===== src/rtl/fifo_line_reader_pkg.sv =====
// Shared types, colour-bar constants and timing helpers for fifo_line_reader.
// Optional test pattern is built when LINE_READER_TESTPAT_EN is defined.
package fifo_line_reader_pkg;

    typedef enum logic {
        IDLE = 1'b0,
        RUN  = 1'b1
    } state_t;

    localparam int NUM_BARS = 8;

    localparam logic [15:0] BAR_0 = 16'hFFFF;
    localparam logic [15:0] BAR_1 = 16'hFFE0;
    localparam logic [15:0] BAR_2 = 16'h07FF;
    localparam logic [15:0] BAR_3 = 16'h07E0;
    localparam logic [15:0] BAR_4 = 16'hF81F;
    localparam logic [15:0] BAR_5 = 16'hF800;
    localparam logic [15:0] BAR_6 = 16'h001F;
    localparam logic [15:0] BAR_7 = 16'h0000;

    function automatic int sync_start(input int active, input int fp);
        return active + fp;
    endfunction

    function automatic int sync_end(input int active, input int fp,
                                    input int sync);
        return active + fp + sync;
    endfunction

    function automatic logic [15:0] bar_color(input int idx);
        logic [15:0] c;
        case (idx)
            0:       c = BAR_0;
            1:       c = BAR_1;
            2:       c = BAR_2;
            3:       c = BAR_3;
            4:       c = BAR_4;
            5:       c = BAR_5;
            6:       c = BAR_6;
            default: c = BAR_7;
        endcase
        return c;
    endfunction

endpackage


===== src/rtl/fifo_line_reader_if.sv =====
// Read-side port bundle of the video line FIFO.
// master = FIFO, slave = line reader.
interface fifo_line_reader_if;

    logic [31:0] rdata;
    logic        rempty;
    logic        prog_empty;
    logic        ren;

    modport master (
        output rdata,
        output rempty,
        output prog_empty,
        input  ren
    );

    modport slave (
        input  rdata,
        input  rempty,
        input  prog_empty,
        output ren
    );

endinterface


===== src/rtl/video_timing_gen.sv =====
// Horizontal/vertical raster counters with active, sync and end-of-frame decode.
// Counters sit at zero whenever run is low.
module video_timing_gen
    import fifo_line_reader_pkg::*;
#(
    parameter int H_ACTIVE = 1920,
    parameter int H_FP     = 88,
    parameter int H_SYNC   = 44,
    parameter int H_BP     = 148,
    parameter int V_ACTIVE = 1080,
    parameter int V_FP     = 4,
    parameter int V_SYNC   = 5,
    parameter int V_BP     = 36,
    parameter int CNT_W    = 12
) (
    input  logic             clk,
    input  logic             rst_n,
    input  logic             run,
    output logic [CNT_W-1:0] h_cnt,
    output logic [CNT_W-1:0] v_cnt,
    output logic             active,
    output logic             hs,
    output logic             vs,
    output logic             eof
);

    localparam int H_TOTAL = H_ACTIVE + H_FP + H_SYNC + H_BP;
    localparam int V_TOTAL = V_ACTIVE + V_FP + V_SYNC + V_BP;

    localparam logic [CNT_W-1:0] H_LAST = CNT_W'(H_TOTAL - 1);
    localparam logic [CNT_W-1:0] V_LAST = CNT_W'(V_TOTAL - 1);
    localparam logic [CNT_W-1:0] H_ACT  = CNT_W'(H_ACTIVE);
    localparam logic [CNT_W-1:0] V_ACT  = CNT_W'(V_ACTIVE);
    localparam logic [CNT_W-1:0] HS_S   = CNT_W'(sync_start(H_ACTIVE, H_FP));
    localparam logic [CNT_W-1:0] HS_E   = CNT_W'(sync_end(H_ACTIVE, H_FP, H_SYNC));
    localparam logic [CNT_W-1:0] VS_S   = CNT_W'(sync_start(V_ACTIVE, V_FP));
    localparam logic [CNT_W-1:0] VS_E   = CNT_W'(sync_end(V_ACTIVE, V_FP, V_SYNC));

    logic h_last;
    logic v_last;

    assign h_last = (h_cnt == H_LAST);
    assign v_last = (v_cnt == V_LAST);
    assign eof    = h_last && v_last;

    // raster position: h wraps each line, v advances on every h wrap
    always_ff @(posedge clk or negedge rst_n) begin
        if (!rst_n) begin
            h_cnt <= '0;
            v_cnt <= '0;
        end else if (!run) begin
            h_cnt <= '0;
            v_cnt <= '0;
        end else if (h_last) begin
            h_cnt <= '0;
            v_cnt <= v_last ? '0 : v_cnt + 1'b1;
        end else begin
            h_cnt <= h_cnt + 1'b1;
        end
    end

    assign active = (h_cnt < H_ACT) && (v_cnt < V_ACT);
    assign hs     = (h_cnt >= HS_S) && (h_cnt < HS_E);
    assign vs     = (v_cnt >= VS_S) && (v_cnt < VS_E);

endmodule


===== src/rtl/fifo_line_reader.sv =====
// Drains the line FIFO, unpacks 32-bit words to 16-bit pixels, drives DE/HS/VS.
// Define LINE_READER_TESTPAT_EN to add the testpat_sel colour-bar source.
module fifo_line_reader
    import fifo_line_reader_pkg::*;
#(
    parameter int H_ACTIVE = 1920,
    parameter int H_FP     = 88,
    parameter int H_SYNC   = 44,
    parameter int H_BP     = 148,
    parameter int V_ACTIVE = 1080,
    parameter int V_FP     = 4,
    parameter int V_SYNC   = 5,
    parameter int V_BP     = 36,
    parameter bit HS_POL   = 1'b1,
    parameter bit VS_POL   = 1'b1,
    parameter int CNT_W    = 12
) (
    input  logic                rclk,
    input  logic                rrst_n,
    input  logic                enable,
    fifo_line_reader_if.slave   fifo,
    output logic [15:0]         pix_data,
    output logic                pix_de,
    output logic                pix_hs,
    output logic                pix_vs,
    output logic                frame_start,
    output logic                underflow,
    input  logic                clr_underflow
`ifdef LINE_READER_TESTPAT_EN
    ,
    input  logic                testpat_sel
`endif
);

    state_t           state_q;
    state_t           state_d;
    logic             run;
    logic             tp;
    logic             start_ok;
    logic [CNT_W-1:0] h_cnt;
    logic [CNT_W-1:0] v_cnt;
    logic             active;
    logic             hs;
    logic             vs;
    logic             eof;
    logic             slot;
    logic             uf_set;
    logic             sof;

    logic             de1;
    logic             hs1;
    logic             vs1;
    logic             fs1;
    logic             rd1;
    logic             odd1;
    logic [15:0]      hold;
    logic [15:0]      pix_next;

`ifdef LINE_READER_TESTPAT_EN
    localparam logic [CNT_W-1:0] BAR_W = CNT_W'(H_ACTIVE / NUM_BARS);
    logic             tp1;
    logic [15:0]      bar1;
    assign tp = testpat_sel;
`else
    assign tp = 1'b0;
`endif

    assign run = (state_q == RUN);

    // the pattern source needs no FIFO fill level to start
    assign start_ok = enable && (!fifo.prog_empty || tp);

    video_timing_gen #(
        .H_ACTIVE (H_ACTIVE),
        .H_FP     (H_FP),
        .H_SYNC   (H_SYNC),
        .H_BP     (H_BP),
        .V_ACTIVE (V_ACTIVE),
        .V_FP     (V_FP),
        .V_SYNC   (V_SYNC),
        .V_BP     (V_BP),
        .CNT_W    (CNT_W)
    ) u_timing (
        .clk    (rclk),
        .rst_n  (rrst_n),
        .run    (run),
        .h_cnt  (h_cnt),
        .v_cnt  (v_cnt),
        .active (active),
        .hs     (hs),
        .vs     (vs),
        .eof    (eof)
    );

    // frame-level state register
    always_ff @(posedge rclk or negedge rrst_n) begin
        if (!rrst_n) state_q <= IDLE;
        else         state_q <= state_d;
    end

    // start on enable with data ready; enable only re-checked at frame end
    always_comb begin
        state_d = state_q;
        unique case (state_q)
            IDLE:    if (start_ok)         state_d = RUN;
            RUN:     if (eof && !start_ok) state_d = IDLE;
            default: state_d = IDLE;
        endcase
    end

    // one FIFO word covers an even/odd pixel pair
    assign slot     = run && active && !h_cnt[0];
    assign fifo.ren = slot && !fifo.rempty && !tp;
    assign uf_set   = slot && fifo.rempty && !tp;
    assign sof      = run && (h_cnt == '0) && (v_cnt == '0);

    // stage 1: timing flags aligned with the FIFO read latency
    always_ff @(posedge rclk or negedge rrst_n) begin
        if (!rrst_n) begin
            de1  <= 1'b0;
            hs1  <= 1'b0;
            vs1  <= 1'b0;
            fs1  <= 1'b0;
            rd1  <= 1'b0;
            odd1 <= 1'b0;
        end else begin
            de1  <= run && active;
            hs1  <= run && hs;
            vs1  <= run && vs;
            fs1  <= sof;
            rd1  <= fifo.ren;
            odd1 <= h_cnt[0];
        end
    end

`ifdef LINE_READER_TESTPAT_EN
    // stage 1: colour bar selected by horizontal position
    always_ff @(posedge rclk or negedge rrst_n) begin
        if (!rrst_n) begin
            tp1  <= 1'b0;
            bar1 <= '0;
        end else begin
            tp1  <= tp;
            bar1 <= bar_color(int'(h_cnt / BAR_W));
        end
    end
`endif

    // upper half-word waits one cycle; a missed read yields a zero pair
    always_ff @(posedge rclk or negedge rrst_n) begin
        if (!rrst_n)            hold <= '0;
        else if (de1 && !odd1)  hold <= rd1 ? fifo.rdata[31:16] : 16'h0000;
    end

    // pixel source mux; blanking always shows zero
    always_comb begin
        pix_next = '0;
        if (de1) begin
            if (odd1)     pix_next = hold;
            else if (rd1) pix_next = fifo.rdata[15:0];
        end
`ifdef LINE_READER_TESTPAT_EN
        if (de1 && tp1) pix_next = bar1;
`endif
    end

    // stage 2: registered video outputs
    always_ff @(posedge rclk or negedge rrst_n) begin
        if (!rrst_n) begin
            pix_data    <= '0;
            pix_de      <= 1'b0;
            pix_hs      <= ~HS_POL;
            pix_vs      <= ~VS_POL;
            frame_start <= 1'b0;
        end else begin
            pix_data    <= pix_next;
            pix_de      <= de1;
            pix_hs      <= hs1 ? HS_POL : ~HS_POL;
            pix_vs      <= vs1 ? VS_POL : ~VS_POL;
            frame_start <= fs1;
        end
    end

    // sticky underflow; a new event beats a same-cycle clear
    always_ff @(posedge rclk or negedge rrst_n) begin
        if (!rrst_n)            underflow <= 1'b0;
        else if (uf_set)        underflow <= 1'b1;
        else if (clr_underflow) underflow <= 1'b0;
    end

endmodule

===== src/flat_wrapper.sv =====
// flat-port wrapper written by rule: the top's interface ports become plain ports
module fifo_line_reader_flat import fifo_line_reader_pkg::*;
#(
    parameter int H_ACTIVE = 1920,
    parameter int H_FP     = 88,
    parameter int H_SYNC   = 44,
    parameter int H_BP     = 148,
    parameter int V_ACTIVE = 1080,
    parameter int V_FP     = 4,
    parameter int V_SYNC   = 5,
    parameter int V_BP     = 36,
    parameter bit HS_POL   = 1'b1,
    parameter bit VS_POL   = 1'b1,
    parameter int CNT_W    = 12
)
  (rclk, rrst_n, enable, pix_data, pix_de, pix_hs, pix_vs, frame_start, underflow, clr_underflow, fifo_rdata, fifo_rempty, fifo_prog_empty, fifo_ren);
  fifo_line_reader_if fifo_i ();
  input  logic rclk;
  input  logic rrst_n;
  input  logic enable;
  output logic [15:0] pix_data;
  output logic pix_de;
  output logic pix_hs;
  output logic pix_vs;
  output logic frame_start;
  output logic underflow;
  input  logic clr_underflow;
  input wire logic [$bits(fifo_i.rdata)-1:0] fifo_rdata;
  input wire logic [$bits(fifo_i.rempty)-1:0] fifo_rempty;
  input wire logic [$bits(fifo_i.prog_empty)-1:0] fifo_prog_empty;
  output wire logic [$bits(fifo_i.ren)-1:0] fifo_ren;
  assign fifo_i.rdata = fifo_rdata;
  assign fifo_i.rempty = fifo_rempty;
  assign fifo_i.prog_empty = fifo_prog_empty;
  assign fifo_ren = fifo_i.ren;
  fifo_line_reader #(.H_ACTIVE(H_ACTIVE), .H_FP(H_FP), .H_SYNC(H_SYNC), .H_BP(H_BP), .V_ACTIVE(V_ACTIVE), .V_FP(V_FP), .V_SYNC(V_SYNC), .V_BP(V_BP), .HS_POL(HS_POL), .VS_POL(VS_POL), .CNT_W(CNT_W)) u_core (.rclk(rclk), .rrst_n(rrst_n), .enable(enable), .fifo(fifo_i), .pix_data(pix_data), .pix_de(pix_de), .pix_hs(pix_hs), .pix_vs(pix_vs), .frame_start(frame_start), .underflow(underflow), .clr_underflow(clr_underflow));
endmodule

===== config.mk =====
export PLATFORM = sky130hd
export DESIGN_NAME = fifo_line_reader_flat
export DESIGN_NICKNAME = d
export VERILOG_FILES = /design/src/rtl/fifo_line_reader_pkg.sv /design/src/rtl/fifo_line_reader_if.sv /design/src/rtl/video_timing_gen.sv /design/src/rtl/fifo_line_reader.sv /design/src/flat_wrapper.sv
export SDC_FILE = /design/constraint.sdc
export NUM_CORES = 1
export LEC_CHECK = 0
export CAP_MARGIN = 20
export CORE_UTILIZATION = 40
export DETAILED_ROUTE_END_ITERATION = 10
export SLEW_MARGIN = 25
export SYNTH_ARGS = -nofsm -noshare
export SYNTH_HDL_FRONTEND = slang
export SYNTH_SLANG_ARGS = --single-unit
export TNS_END_PERCENT = 10

===== constraint.sdc =====
create_clock -name rclk -period 2.9 [get_ports rclk]
set_clock_uncertainty 0.15 [all_clocks]
set_input_delay 0.87 -clock rclk [delete_from_list [all_inputs] [get_ports rclk]]
set_output_delay 0.87 -clock rclk [all_outputs]
set_load 0.005 [all_outputs]

Word-level counts from Yosys, hierarchy flattened. Cells that the tools add are included.

Add/sub/neg operators: 2. $lt $le $gt $ge: 6. Equal/unequal tests: 3. Mux-type cells: 16. Bitwise operators: 1. Reduce and logical (&&, ||, !) cells: 23.

Operators with widths (number): $mux W16 (4); $mux W12 (5); $lt A12 B11 Y1 const B (3); $add A12 B1 Y12 const B (2); $ge A12 B11 Y1 const B (2); $logic_not A12 Y1 (2); $logic_and A1 B1 Y1 (15); $eq A12 B11 Y1 const B (1); $eq A12 B12 Y1 const B (1); $lt A12 B12 Y1 const B (1); $mux W1 (6); $logic_not A1 Y1 (5); $ne A2 B2 Y1 const B (1); $pmux W1 S2 (1); $reduce_bool A2 Y1 (1); $not A1 Y1 (1).

Register bits: 68. Output and inout bits: 22.

Depth between registers and ports, before layout. Gate-level depths: netlist of run 1.

Word-level depth: 6. Depth in mapped cells: 8.

Modules after synthesis. From an unflattened synthesis of run 1, not the netlist that was laid out.

Cells, all modules: 267. Area, all modules: 3049.2 um^2.

Modules (own cells, without submodules): fifo_line_reader (times used 1, cells an instance 108, area each 1610.3 um^2, seq. area each 1101.1 um^2); video_timing_gen (times used 1, cells an instance 159, area each 1438.9 um^2, seq. area each 600.6 um^2).

Worst setup path after synthesis of run 1. OpenSTA, ideal clock, no wires.

Kind: flip-flop to flip-flop. From: register u_core.u_timing.h_cnt[8]. To: register u_core.u_timing.v_cnt[4]. Setup time: 0.078 ns. Arrival time: 2.194 ns. Setup slack: 0.479 ns. Cell stages (with the launch flop): 6. Path through: dfrtp_1 or4_4 or4_1 buf_2 or4b_1 a21boi_1.

Longest elaborated chain between the ends: 2.

RTL lines: start: declaration (RTL line video_timing_gen.sv:19) `output logic [CNT_W-1:0] h_cnt,`; start signal: assignment (RTL line video_timing_gen.sv:58) `h_cnt <= h_cnt + 1'b1;`; $eq A12 B12 Y1 (RTL line video_timing_gen.sv:42) `assign h_last = (h_cnt == H_LAST);`; $ne A2 B2 Y1 (no source line); end signal: assignment (RTL line video_timing_gen.sv:56) `v_cnt <= v_last ? '0 : v_cnt + 1'b1;`; end: declaration (RTL line video_timing_gen.sv:20) `output logic [CNT_W-1:0] v_cnt,`.

Every way passes these cells. A chain may end at the register's enable or synchronous reset.

Final worst setup path of run 1.
From: input port fifo_rempty. To: output port fifo_ren.

Longest elaborated chain between the ends: 2.

RTL lines: start: declaration (RTL line flat_wrapper.sv:29) `input wire logic [$bits(fifo_i.rempty)-1:0] fifo_rempty;`; $logic_not A1 Y1 (RTL line fifo_line_reader.sv:113) `assign fifo.ren = slot && !fifo.rempty && !tp;`; $logic_and A1 B1 Y1 (RTL line fifo_line_reader.sv:113); end: declaration (RTL line flat_wrapper.sv:31) `output wire logic [$bits(fifo_i.ren)-1:0] fifo_ren;`.

Every way passes these cells.

==> results_dict.tcl, run 1 <==
set metrics [dict create \
    synth-edff-count 0 \
    die-area_um2 8190 \
    synth_xor_area_share_pct 3.08 \
    io_buffer_count 59 \
    syn-cell-area_um2 3130 \
    ys_warn_count 0 \
    synth-seq-area-share_pct 54.3 \
    via_per_inst 5.21 \
    cts_buffers 9 \
    rows 31 \
    design_area_um2 4050 \
    post_drt_wl_per_cell_um 14.2 \
    drcViolationCount 0 \
    maxCapViolCount 0 \
    critical-path-max-stage-delay_ns 0.43 \
    dpl_cell_area_um2 3830 \
    endpoint_kind "output pin" \
    worstPathCellList "clkdlybuf4s50_1 > nor3_2 > dlygate4sd2_1" \
    period_minus_slack_ns 2.75 \
    fin_crit_sh_pct 94.9 \
    gp_congestion 0.873 \
    grt_pass1_wl_um 11600 \
    worstPathArrival_ns 1.73 \
    rsz0062_at_grt "no" \
    drt-pass1-iter-count 4 \
    relSlewSlack_pct 52.9 \
    peakVddDrop_mv 0.201 \
    grt_pass1_vias 2465 \
    syn_inst 318 \
    cts_tree "yes" \
    track_usage_pct 17.9 \
    nNetsFinal 421 \
    hold_violations 0 \
    slew_viol_final 0 \
    critical_path_class "in2out" \
    fp.dieH_um 90.5 \
    root_buffer "clkbuf_8" \
    die_w_um 90.5 \
    initial_core_util_pct 42.3 \
    worst_pin_slew_ns 0.700 \
    yosysUniqueCellTypes 45 \
    ys.flop_type "dfrtp_1" \
    required_ns 1.88 \
    critical-path-top-delay-family "buffers and inverters" \
    drive_gt1_share_pct 10.2 \
    design.core.area_um2 7410 \
    power.leakage_nw 1.73 \
    min_path_type "reg2reg" \
    cp-start-kind "primary input" \
    critical_path_buf_inv_count 2 \
    syn_area_per_cell_um2 9.85 \
    dp_hpwl_um 4640 \
    fmax_mhz 363 \
    cts.sinks 68 \
    antenna_found_initial 0 \
    synth_top_family_by_area "simple AND/OR/NAND/NOR gates" \
    setup_tns_ns 0 \
    synth_nets 361 \
    grt_max_degree 48 \
    status "completed" \
    slowest_stage "clkdlybuf4s50_1" \
    cp_max_fo 2 \
    fillers 689 \
    drtIter0Drc 99 \
    pin_count 60 \
    antenna_cells 0 \
    gr-total-overflow 0 \
    setup_viol 0 \
    clock_path_buffers 2 \
    clk_pin_slew_ns 0.07 \
    muxShareOfSynthArea_pct 0 \
    synth-simple-area-share_pct 23.6 \
    synth_fa_ha_area_share_pct 2.00 \
    ys_ff_latch 68 \
    insertion_delay_ns 0.34 \
    vias 2510 \
    powerDensity_nw_per_um2 468 \
    area_growth_pct 29.4 \
    htree_levels 3 \
    async_flop_share_pct 100 \
    synth_compound_area_share_pct 11.9 \
    drt-total-wl_um 6830 \
    ant_nets 0 \
]
[through the flow]
| step | utilization [%] | setup slack [ns] | hold slack (ns) | total power [mW] | instances |
|---|---|---|---|---|---|
| 6_report | 54.7 | 0.147 | 0.199 | 1.90 | 482 |
| 5_1_grt | 54.7 | 0.0282 | 0.203 | 1.98 | 482 |
| 4_1_cts | 54.7 | 0.131 | 0.200 | 1.92 | 482 |
| 3_5_place_dp | 51.7 | -0.184 | 0.188 | 1.13 | 465 |
| 3_3_place_gp | 51.7 | -0.155 | 0.182 | 1.13 | 465 |
| 2_1_floorplan | - | 0.479 | 0.181 | 1.03 | 318 |
[layout make-up]
type / instances / area [um^2] / area share (%)
Tap cell: 99 / 124 / 3.06
Sequential cell: 68 / 1700 / 42.0
Clock inverter: 6 / 62.6 / 1.54
Multi-Input combinational cell: 216 / 1290 / 31.8
Clock buffer: 10 / 138 / 3.40
Inverter: 10 / 37.5 / 0.926
Timing Repair Buffer: 73 / 702 / 17.3
[cell usage in the layout, fill, tap and decap left out, types with 4 or more instances in the layout]
cell type | synthesis | final
a21oi_1 | 9 | 9
nand4_1 | 7 | 7
buf_4 | 5 | 13
clkdlybuf4s50_1 | 0 | 57
or3_1 | 4 | 4
nor2b_1 | 17 | 16
xnor2_1 | 4 | 4
or4_1 | 4 | 4
ha_1 | 5 | 5
nor4_1 | 7 | 7
dfrtp_1 | 68 | 68
nand2_1 | 48 | 48
nand4b_1 | 5 | 5
nor2_1 | 14 | 14
o21ai_0 | 25 | 25
nand3_1 | 15 | 15
clkbuf_8 | 0 | 10
a22oi_1 | 15 | 15
inv_1 | 10 | 10
xor2_1 | 7 | 7
[power by group]
| group | leakage [nW] | switching, mW | internal [mW] | total [mW] |
|---|---|---|---|---|
| clock | 0.106 | 0.363 | 0.421 | 0.784 |
| sequential | 0.881 | 0.00947 | 0.972 | 0.981 |
| combinational | 0.743 | 0.0516 | 0.0798 | 0.131 |
[kinds of logic (layout without fill, tap and decap cells)]
family,count (synthesis),after routing
and+or+nand+nor,140,140
adders and majority gates,5,5
xor gates and xnor gates,11,11
DFF,68,68
AOI/OAI and AO/OA,60,60
buffers and inverters,34,99
[synthesized netlist by cell type, types with 2 or more instances]
| cell | instances | area (um^2) |
|---|---|---|
| a21oi_1 | 9 | 45.0 |
| a22oi_1 | 15 | 113 |
| and2_1 | 3 | 18.8 |
| buf_1 | 3 | 11.3 |
| buf_2 | 2 | 10.0 |
| buf_4 | 5 | 37.5 |
| clkbuf_1 | 11 | 41.3 |
| dfrtp_1 | 68 | 1700 |
| ha_1 | 5 | 62.6 |
| inv_1 | 10 | 37.5 |
| nand2_1 | 48 | 180 |
| nand3_1 | 15 | 75.1 |
| nand3b_1 | 3 | 22.5 |
| nand4_1 | 7 | 43.8 |
| nand4b_1 | 5 | 43.8 |
| nor2_1 | 14 | 52.6 |
| nor2b_1 | 17 | 106 |
| nor3_1 | 4 | 20.0 |
| nor4_1 | 7 | 43.8 |
| o21ai_0 | 25 | 125 |
| o31ai_1 | 3 | 22.5 |
| or3_1 | 4 | 25.0 |
| or4_1 | 4 | 30.0 |
| xnor2_1 | 4 | 35.0 |
| xor2_1 | 7 | 61.3 |
[what timing repair did]
| item | CTS | global route |
|---|---|---|
| buffers inserted | 1 | 0 |
| gates resized for setup | 4 | 0 |
| hold endpoints to repair | 0 | 0 |
| hold buffers | 0 | 0 |
| endpoints found under the setup margin | 1 | 0 |
[metal layers]
layer	part of all wire, %	vias to the layer above	routed length (um)	global-route usage, %
li1	-	1227	-	-
met1	48	1193	3250	23.4
met2	45	79	3080	28.2
met3	5.6	11	384	4.04
met4	1.8	0	123	8.33
met5	0	-	0	0
[sequential cells by signal, summed over array words and instances (netlist names)]
| register | count |
|---|---|
| u_core.hold | 16 |
| u_core.pix_vs | 1 |
| u_core.frame_start | 1 |
| u_core.odd1 | 1 |
| u_core.vs1 | 1 |
| u_core.hs1 | 1 |
| u_core.u_timing.v_cnt | 12 |
| u_core.run | 1 |
| u_core.underflow | 1 |
| u_core.fs1 | 1 |
| u_core.u_timing.h_cnt | 12 |
| u_core.pix_de | 1 |
| u_core.de1 | 1 |
| u_core.rd1 | 1 |
| u_core.pix_hs | 1 |
| u_core.pix_data | 16 |
[final timing paths]
path,start,end,slack [ns],cells past startpoint
max in group asynchronous,rrst_n,u_core.de1,1.63,2
hold / removal,u_core.hs1,u_core.pix_hs,0.20,0
hold reg to reg,u_core.hs1,u_core.pix_hs,0.20,0
setup reg to reg,u_core.u_timing.h_cnt[6],u_core.u_timing.v_cnt[9],0.33,4
setup / recovery,fifo_rempty,fifo_ren,0.15,3
min in group asynchronous,rrst_n,u_core.hold[15],0.35,1
[worst reg2reg max path: stages (launching register included)]
cell	delay [ns]
dfrtp_1	0.45
or4_4	0.56
o41a_2	0.62
or4_1	0.54
a21oi_1	0.17
Note: power is estimated with default switching activity, not from simulation.
==> run 2: changes to the inputs <==
clock period = 3.1 ns   (was 2.9 ns; I/O delays follow)
==> results_dict.tcl, run 2 (synthesis results as in run 1) <==
set metrics [dict create \
    ant_nets 0 \
    powerDensity_nw_per_um2 460 \
    post_drt_wl_per_cell_um 14.2 \
    vias 2452 \
    fmax_mhz 347 \
    antenna_found_initial 0 \
    r2r_slack_ns 0.53 \
    grt_pass1_wl_um 11500 \
    cp_max_fo 2 \
    peakVddDrop_mv 0.268 \
    root_buffer "clkbuf_8" \
    holdPathStages 0 \
    fillers 654 \
    worstRegToRegCells 4 \
    fin_cells 476 \
    dp_hpwl_um 4580 \
    status "completed" \
    hold_buffers 0 \
    endpoint_kind "output pin" \
    antenna_cells 0 \
    gr-total-overflow 0 \
    drtIter0Drc 92 \
    maxCapViolCount 0 \
    nNetsFinal 415 \
    r2r-end "u_core.u_timing.v_cnt[9]" \
    min_path_type "reg2reg" \
    drcViolationCount 0 \
    required_ns 2.02 \
    clock_path_buffers 2 \
    power.leakage_nw 1.71 \
    area_growth_pct 28.9 \
    cp-start-kind "primary input" \
    period_minus_slack_ns 2.88 \
    drive_gt1_share_pct 8.75 \
    drt-pass1-iter-count 4 \
    worst_pin_slew_ns 0.735 \
    design_area_um2 4040 \
    final_cell_mix "dfrtp_1 (67), clkdlybuf4s50_1 (57), nand2_1 (48)" \
    fin_crit_sh_pct 92.9 \
    layout_commonest_cell "dfrtp_1" \
    rows 31 \
    grt_max_degree 45 \
    cts_buffers 9 \
    critical_path_class "in2out" \
    insertion_delay_ns 0.34 \
    worstHoldStart "u_core.hs1" \
    setup_viol 0 \
    drt-total-wl_um 6770 \
    reg.largest.list "u_core.hold: 16 flops, u_core.pix_data: 16 flops" \
    cts_tree "yes" \
    r2r_start "u_core.u_timing.h_cnt[8]" \
    worstPathArrival_ns 1.80 \
    rsz0062_at_grt "no" \
    holdPathEnd "u_core.pix_hs" \
    worstPathCellList "clkdlybuf4s50_1 > nor3_2 > dlygate4sd2_1" \
    clk_pin_slew_ns 0.08 \
    critical-path-max-stage-delay_ns 0.44 \
    die_w_um 90.5 \
    htree_levels 3 \
    slew_viol_final 0 \
    fp.dieH_um 90.5 \
    initial_core_util_pct 42.3 \
    placed_cells 460 \
    cts.sinks 68 \
    pin_count 60 \
    design.core.area_um2 7410 \
    grt_pass1_vias 2362 \
    setup_tns_ns 0 \
    hold_violations 0 \
    track_usage_pct 17.6 \
    gp_congestion 0.889 \
    relSlewSlack_pct 50.6 \
    io_buffer_count 59 \
    dpl_cell_area_um2 3790 \
    die-area_um2 8190 \
    via_per_inst 5.15 \
    fin_util_pct 54.5 \
    slowest_stage "clkdlybuf4s50_1" \
]
run 2: metrics by stage:
stage / hold slack, ns / total power [mW] / setup slack [ns]
global placement: 0.183 / 1.06 / -0.0719
finish: 0.198 / 1.86 / 0.219
global route: 0.209 / 1.93 / 0.169
floorplan: 0.181 / 0.961 / 0.679
detailed placement: 0.186 / 1.06 / -0.102
CTS: 0.202 / 1.88 / 0.215
run 2: worst max path at each step:
| stage | startpoint | to | slack [ns] | cells past startpoint |
|---|---|---|---|---|
| finish | fifo_rempty | fifo_ren | 0.22 | 3 |
| global route | u_core.u_timing.h_cnt[11] | fifo_ren | 0.17 | 5 |
| CTS | fifo_rempty | fifo_ren | 0.22 | 3 |
| detailed placement | fifo_rempty | fifo_ren | -0.10 | 3 |
| global placement | fifo_rempty | fifo_ren | -0.07 | 3 |
| floorplan | u_core.u_timing.h_cnt[8] | u_core.u_timing.v_cnt[4] | 0.68 | 5 |
run 2: timing repair:
item                       in CTS  in global routing
setup endpoints to repair       1                  0
gates resized for setup         6                  0
setup buffers                   0                  0
run 2: area by class of cell:
class | instances | area (um^2) | area share [%]
flip-flops and latches | 68 | 1700 | 42.2
multi-input cells | 216 | 1290 | 32.0
repair buffers | 67 | 657 | 16.3
clock buffers | 10 | 138 | 3.41
well taps | 99 | 124 | 3.07
clock inverters | 6 | 87.6 | 2.17
inverters | 10 | 37.5 | 0.930
run 2: power by group:
group          internal (mW)  switching (mW)  total [mW]
sequential             0.909         0.00911       0.918
combinational         0.0752          0.0480       0.123
clock                  0.475           0.342       0.817
total                   1.46           0.399        1.86
run 2: critical path, delay by kind of cell:
| kind | cells | cell delay, ns |
|---|---|---|
| simple gates | 1 | 0.18 |
| buf+inv | 2 | 0.70 |
run 2: routing by layer:
metal | routed length (um) | vias up | track usage, % | part of all wire (%)
met3 | 488 | 6 | 4.38 | 7.2
met4 | 50 | 0 | 7.12 | 0.74
met5 | 0 | - | 0 | 0
met2 | 3080 | 90 | 25.6 | 45
met1 | 3150 | 1141 | 25.0 | 47
li1 | - | 1215 | - | -
